**config.mk**
```make
export PLATFORM = sky130hd
export DESIGN_NAME = rp_seq
export DESIGN_NICKNAME = d
export VERILOG_FILES = /design/src/rtl/rp_seq.sv
export SDC_FILE = /design/constraint.sdc
export NUM_CORES = 1
export LEC_CHECK = 0
export BUFFER_PORTS_ARGS = -buffer_cell sky130_fd_sc_hd__buf_2
export CORE_MARGIN = 2
export CORE_UTILIZATION = 52
export CTS_CLUSTER_DIAMETER = 80
export DETAILED_ROUTE_END_ITERATION = 8
export PLACE_DENSITY_LB_ADDON = 0.08
export SLEW_MARGIN = 30
export SYNTH_ARGS = -nofsm -noshare
export SYNTH_HDL_FRONTEND = slang
export SYNTH_SLANG_ARGS = --single-unit
```
**constraint.sdc**
```tcl
create_clock -name clk -period 5.2 [get_ports clk]
set_input_delay 1.3 -clock clk [delete_from_list [all_inputs] [get_ports clk]]
set_output_delay 1.3 -clock clk [all_outputs]
set_load 0.02 [all_outputs]
```
**src/rtl/rp_seq.sv**
```systemverilog
// Register-pair sequencer: reads a 16-bit pair from the 8-bit register file,
// applies INC/DEC/ADD/LOAD and writes both bytes back on one edge.
module rp_seq (
  input  logic        clk,
  input  logic        rst_n,
  input  logic        req_valid,
  output logic        req_ready,
  input  logic [1:0]  req_op,
  input  logic [1:0]  req_rp,
  input  logic [15:0] req_operand,
  output logic [2:0]  raddr_hi,
  output logic [2:0]  raddr_lo,
  input  logic [7:0]  rdata_hi,
  input  logic [7:0]  rdata_lo,
  output logic        wen_hi,
  output logic        wen_lo,
  output logic [2:0]  waddr_hi,
  output logic [2:0]  waddr_lo,
  output logic [7:0]  wdata_hi,
  output logic [7:0]  wdata_lo,
  output logic        resp_valid,
  input  logic        resp_ready,
  output logic [15:0] resp_result,
  output logic        resp_carry,
  output logic        resp_err
);

  typedef enum logic [1:0] {StIdle, StRead, StWrite, StResp} state_e;

  localparam logic [1:0] OpInc  = 2'd0;
  localparam logic [1:0] OpDec  = 2'd1;
  localparam logic [1:0] OpAdd  = 2'd2;
  localparam logic [1:0] OpLoad = 2'd3;
  localparam logic [1:0] RpBad  = 2'd3;

  state_e      state_q;
  logic [1:0]  op_q;
  logic [15:0] operand_q;
  logic [2:0]  pair_hi_q, pair_lo_q;
  logic        wen_q;
  logic        resp_valid_q;
  logic [15:0] result_q;
  logic        carry_q;
  logic        err_q;

  logic [15:0] pair_in;
  logic [16:0] sum;

  assign pair_in = {rdata_hi, rdata_lo};

  // Bit 16 doubles as carry: INC overflow, DEC borrow (wraps to 1FFFF), ADD carry-out.
  always_comb begin
    sum = '0;
    unique case (op_q)
      OpInc:   sum = {1'b0, pair_in} + 17'd1;
      OpDec:   sum = {1'b0, pair_in} - 17'd1;
      OpAdd:   sum = {1'b0, pair_in} + {1'b0, operand_q};
      OpLoad:  sum = {1'b0, operand_q};
      default: sum = '0;
    endcase
  end

  always_ff @(posedge clk) begin
    if (!rst_n) begin
      state_q      <= StIdle;
      op_q         <= OpInc;
      operand_q    <= '0;
      pair_hi_q    <= '0;
      pair_lo_q    <= '0;
      wen_q        <= 1'b0;
      resp_valid_q <= 1'b0;
      result_q     <= '0;
      carry_q      <= 1'b0;
      err_q        <= 1'b0;
    end else begin
      wen_q <= 1'b0;
      case (state_q)
        StIdle: begin
          if (req_valid) begin
            op_q      <= req_op;
            operand_q <= req_operand;
            if (req_rp == RpBad) begin
              state_q      <= StResp;
              resp_valid_q <= 1'b1;
              result_q     <= '0;
              carry_q      <= 1'b0;
              err_q        <= 1'b1;
            end else begin
              pair_hi_q <= {req_rp, 1'b0};
              pair_lo_q <= {req_rp, 1'b1};
              err_q     <= 1'b0;
              if (req_op == OpLoad) begin
                state_q <= StWrite;
                wen_q   <= 1'b1;
              end else begin
                state_q <= StRead;
              end
            end
          end
        end
        StRead: begin
          state_q <= StWrite;
          wen_q   <= 1'b1;
        end
        StWrite: begin
          state_q      <= StResp;
          resp_valid_q <= 1'b1;
          result_q     <= sum[15:0];
          carry_q      <= (op_q == OpLoad) ? 1'b0 : sum[16];
        end
        StResp: begin
          if (resp_ready) begin
            state_q      <= StIdle;
            resp_valid_q <= 1'b0;
          end
        end
        default: state_q <= StIdle;
      endcase
    end
  end

  assign req_ready   = (state_q == StIdle);
  assign raddr_hi    = pair_hi_q;
  assign raddr_lo    = pair_lo_q;
  assign waddr_hi    = pair_hi_q;
  assign waddr_lo    = pair_lo_q;
  assign wen_hi      = wen_q;
  assign wen_lo      = wen_q;
  assign wdata_hi    = sum[15:8];
  assign wdata_lo    = sum[7:0];
  assign resp_valid  = resp_valid_q;
  assign resp_result = result_q;
  assign resp_carry  = carry_q;
  assign resp_err    = err_q;

endmodule

```
# After elaboration in Yosys (flattened, before gate mapping)
# Cells that the tools add are included.
[totals]
reg_bits = 45
output_inout_bits = 50
wordCells = 56
[classes]
addsub = 3
n_eq_ne = 11
n_mux = 22
bitwise = 1
reduce_logical = 9
[ops]
columns = ["operator", "count"]
rows = [
  ["$pmux 17 s4", 1],
  ["$mux 16", 2],
  ["$pmux 16 s2", 1],
  ["$add 16x1->17 const B", 1],
  ["$add 16x16->17", 1],
  ["$sub 16x1->17 const B", 1],
  ["$eq 2x2->1 const B", 6],
  ["$mux 1", 10],
  ["$mux 2", 4],
  ["$pmux 2 s4", 1],
  ["$reduce_and 3->1", 2],
  ["$eq 2x1->1 const B", 2],
  ["$logic_not 2->1", 2],
  ["$ne 2x2->1 const B", 2],
  ["$pmux 1 s2", 2],
  ["$reduce_and 2->1", 2],
  ["$reduce_and 4->1", 1],
  ["$pmux 1 s3", 1],
  ["$reduce_bool 3->1", 1],
  ["$ne 2x1->1 const B", 1],
  ["$reduce_bool 2->1", 1],
  ["$not 1->1", 1],
]

# Logic depth before layout (Yosys ltp)
[depth]
depth_word = 5
mapped_depth = 15
depth_no_buf = 12

# Worst setup path before layout
# OpenSTA, ideal clock, no wires.
[synth_timing]
path_type = "input to output"
from = "input port rdata_lo[0]"
to = "output port wdata_hi[6]"
arrival_ns = 3.241
required_time_ns = 3.900
slack_ns = 0.659
stages = 9
path_buffers = 0
path_cell_list = "ha_1 fa_1 a21oi_1 o211ai_1 a21oi_2 a21oi_2 a31oi_1 xor2_1 o21ai_0"
[synth_between]
elab_chain_len = 2
[synth_lines]
columns = ["item", "line", "rtl"]
rows = [
  ["start: declaration", "14", "input logic [7:0] rdata_lo,"],
  ["$add 16x16->17, or another cell as far along", "57", "OpAdd: sum = {1'b0, pair_in} + {1'b0, operand_q};"],
  ["$pmux 17 s4 (*)", "54", "unique case (op_q)"],
  ["end: declaration", "19", "output logic [7:0] wdata_hi,"],
]
# Every way passes the cells marked *; elsewhere a longest branch is shown, timed or not.

# Final worst setup path
[layout_timing]
from = "register op_q[0]"
to = "output port wdata_hi[6]"
[layout_between]
elab_chain_len = 2
[layout_lines]
columns = ["item", "line", "rtl"]
rows = [
  ["start: declaration", "37", "logic [1:0] op_q;"],
  ["start signal: assignment", "66", "op_q <= OpInc;"],
  ["start signal: assignment", "80", "op_q <= req_op;"],
  ["$eq 2x2->1, or another cell as far along", "54", ""],
  ["$pmux 17 s4 (*)", "54", ""],
]
# Marked as above.

==> flow_metrics.tcl <==
set metrics [dict create \
    outcome "completed" \
    avgSynthCellArea_um2 7.78 \
    rsz0062_at_grt "false" \
    port_buffers 87 \
    required_ns 3.90 \
    post-cts-setup-buffer-count 0 \
    startpoint_type "flop" \
    skew_ns 0.00838 \
    die_y_um 79.4 \
    coreArea_um2 5510 \
    place_congestion 0.875 \
    drc 0 \
    synth_warnings 0 \
    finalMaxSlewViolations 0 \
    synth_adder_area_share 0.108 \
    antenna_found_initial 0 \
    slowest_delay_ns 0.43 \
    synth_area_leaders "dfxtp_1 (29%), ha_1 (10%), nand2_1 (8.9%)" \
    drive_above_1_share 0.257 \
    power_density_nw_per_um2 383 \
    setup_viol 0 \
    grt_max_degree 37 \
    placementRows 27 \
    path_delay_family "compound AO/OA/AOI/OAI gates" \
    crit_slowest_cell "ha_1" \
    n_antenna_cell 0 \
    maxCapViolCount 0 \
    clock-sinks 43 \
    seq_area_frac_synth 0.291 \
    area_growth_syn_to_layout_pct 17.5 \
    wl_per_cell_um 14.8 \
    synth.distinct_cells 56 \
    path_buf_inv 2 \
    async_flop_share 0 \
    synthMuxAreaShare 0.0144 \
    fmax_ghz 0.204 \
    synthFlopType "dfxtp_1" \
    synth_edf_count 0 \
    synth_xor_area_frac 0.0411 \
    yosysTopAreaCell "dfxtp_1" \
    routed_wl_um 7660 \
    die_x_um 79.4 \
    hp-class "reg2reg" \
    grt.overflow.total 0 \
    crit_type "reg2out" \
    tightestPinTransition_ns 0.774 \
    htree_levels 2 \
    vias 2860 \
    postRouteAntennaNets 0 \
    cts_tree "yes" \
    synth_top_area_share 0.291 \
    finalHoldViolCount 0 \
    drt_iter0_markers 203 \
    via_per_inst 5.51 \
    crit_chain "inv_1 -> ha_1 -> a211o_1 -> ha_1 -> fa_1 -> a21oi_1 -> o211ai_1 -> a21oi_2 -> a21oi_2 -> a31oi_1 -> xor2_1 -> o21ai_0 -> buf_2" \
    grt_pass1_vias 2632 \
    grt_pass1_wl_um 12400 \
    clk_pin_slew_ns 0.09 \
    synth-compound-area-share 0.283 \
    p_leak_nw 1.54 \
    clock_path_buffers 2 \
    hpwl_um 5470 \
    synth_simple_gate_area_frac 0.190 \
    cts_inserted_buffers 5 \
    place_area_um2 3340 \
    whs_ns 0.459 \
    die_area_um2 6300 \
    drt_pre_antenna_iters 4 \
    cts_hold_buf 0 \
    setup-tns-final_ns 0 \
    final_cell_area_um2 3470 \
    cp_max_fo 16 \
    vdd_drop_max_v 0.000367 \
    grtUsageTotal 0.250 \
    cts.repair.resized 0 \
    relSlewSlack 0.484 \
    synth_top_family_by_area "compound AO/OA/AOI/OAI gates" \
    ys_ff_latch 43 \
    postSynthCellCount 380 \
    syn_area_um2 2960 \
    finalCritPeriodShare 0.945 \
    num_io_pins 90 \
    start_util 0.537 \
    fin_nets 511 \
    cp-end-kind "output pin" \
    clk_latency_ns 0.31 \
    period_minus_slack_ns 4.91 \
    critPathArrivalTime_ns 3.61 \
    cts_root_buffer "clkbuf_8" \
]
[flip-flops by register name (all words and copies together), names as in the netlist]
name / cells
raddr_lo: 2
wen_hi: 1
raddr_hi: 1
resp_valid: 1
operand_q: 16
resp_err: 1
state_q: 2
resp_carry: 1
op_q: 2
resp_result: 16
[cell type report]
| class | count | area, um^2 |
|---|---|---|
| Sequential cell | 43 | 861 |
| Clock inverter | 3 | 67.6 |
| Timing Repair Buffer | 89 | 450 |
| Clock buffer | 5 | 68.8 |
| Tap cell | 72 | 90.1 |
| Inverter | 12 | 45.0 |
| Fill cell | 523 | 2030 |
| Multi-Input combinational cell | 295 | 1890 |
[worst min-delay path, stage by stage, from the launching register on]
cell and delay, ns:
dfxtp_1 0.32, nand2_1 0.05, o21ai_1 0.05
[through the flow]
stage | total power, mW | util | instances | setup slack (ns)
2_1_floorplan | 0.864 | - | 381 | 0.659
3_3_place_gp | 1.01 | 0.606 | 511 | 0.535
3_5_place_dp | 1.01 | 0.606 | 511 | 0.484
4_1_cts | 1.33 | 0.631 | 519 | 0.285
5_1_grt | 1.41 | 0.631 | 519 | 0.0384
6_report | 1.33 | 0.631 | 519 | 0.286
[synth_stat cells, types with 2 or more instances]
cell	n
a21o_1	3
o21ai_1	5
nand2_1	70
nor3_1	6
a22oi_1	8
o21ai_0	19
and3_1	5
a221o_1	2
inv_1	12
a21boi_0	25
mux2_2	2
o21a_1	2
ha_1	24
nor2b_1	3
dfxtp_1	43
a21oi_2	4
xnor2_1	4
mux2i_1	2
o221a_2	2
xor2_1	8
and2_1	3
nand3_1	8
buf_4	10
buf_2	2
a211o_1	2
clkbuf_1	18
a311oi_1	2
a31oi_1	3
a21oi_1	30
nor2_1	27
[cell usage in the layout (no fill, tap or decap), types with 3 or more instances in the layout]
| cell type | instances |
|---|---|
| xor2_1 | 8 |
| nand2_1 | 70 |
| a31oi_1 | 3 |
| xnor2_1 | 4 |
| a21oi_2 | 4 |
| dfxtp_1 | 43 |
| ha_1 | 24 |
| and2_1 | 3 |
| and3_1 | 5 |
| a21oi_1 | 30 |
| nand3_1 | 8 |
| o21ai_0 | 19 |
| o21ai_1 | 5 |
| nor3_1 | 6 |
| nor2_1 | 27 |
| a21boi_0 | 25 |
| a21o_1 | 3 |
| nor2b_1 | 3 |
| inv_1 | 12 |
| a22oi_1 | 8 |
| buf_2 | 87 |
| clkbuf_8 | 5 |
[where the power goes]
| part | total, mW | switching [mW] | internal [mW] |
|---|---|---|---|
| Clock | 0.322 | 0.131 | 0.192 |
| Sequential | 0.421 | 0.0416 | 0.380 |
| Combinational | 0.584 | 0.384 | 0.200 |
| Total | 1.33 | 0.557 | 0.772 |
[path summary, 6_finish.rpt]
kind                           start                       to  slack (ns)  cells after the start
max             op_q[0]$_SDFFE_PN0P_              wdata_hi[6]        0.29                     13
min          resp_carry$_SDFFE_PN0P_  resp_carry$_SDFFE_PN0P_        0.46                      2
max reg2reg     op_q[0]$_SDFFE_PN0P_  resp_carry$_SDFFE_PN0P_        1.85                     12
min reg2reg  resp_carry$_SDFFE_PN0P_  resp_carry$_SDFFE_PN0P_        0.46                      2
[layer usage]
layer | global-route usage | share of wire
met4 | 0.0793 | 0.011
met2 | 0.419 | 0.48
met1 | 0.325 | 0.45
met3 | 0.0475 | 0.059
met5 | 0 | 0
[logic make-up (layout without fill, tap and decap cells)]
kind of cell,Yosys count,after routing
AO/OA/AOI/OAI,122,122
AND/OR/NAND/NOR,129,129
flip-flops,43,43
multiplexers,4,4
buffers and inverters,43,109
adder cells (fa/ha/maj),25,25
XOR/XNOR,13,13
other,1,2
(Power assumes the default switching activity.)
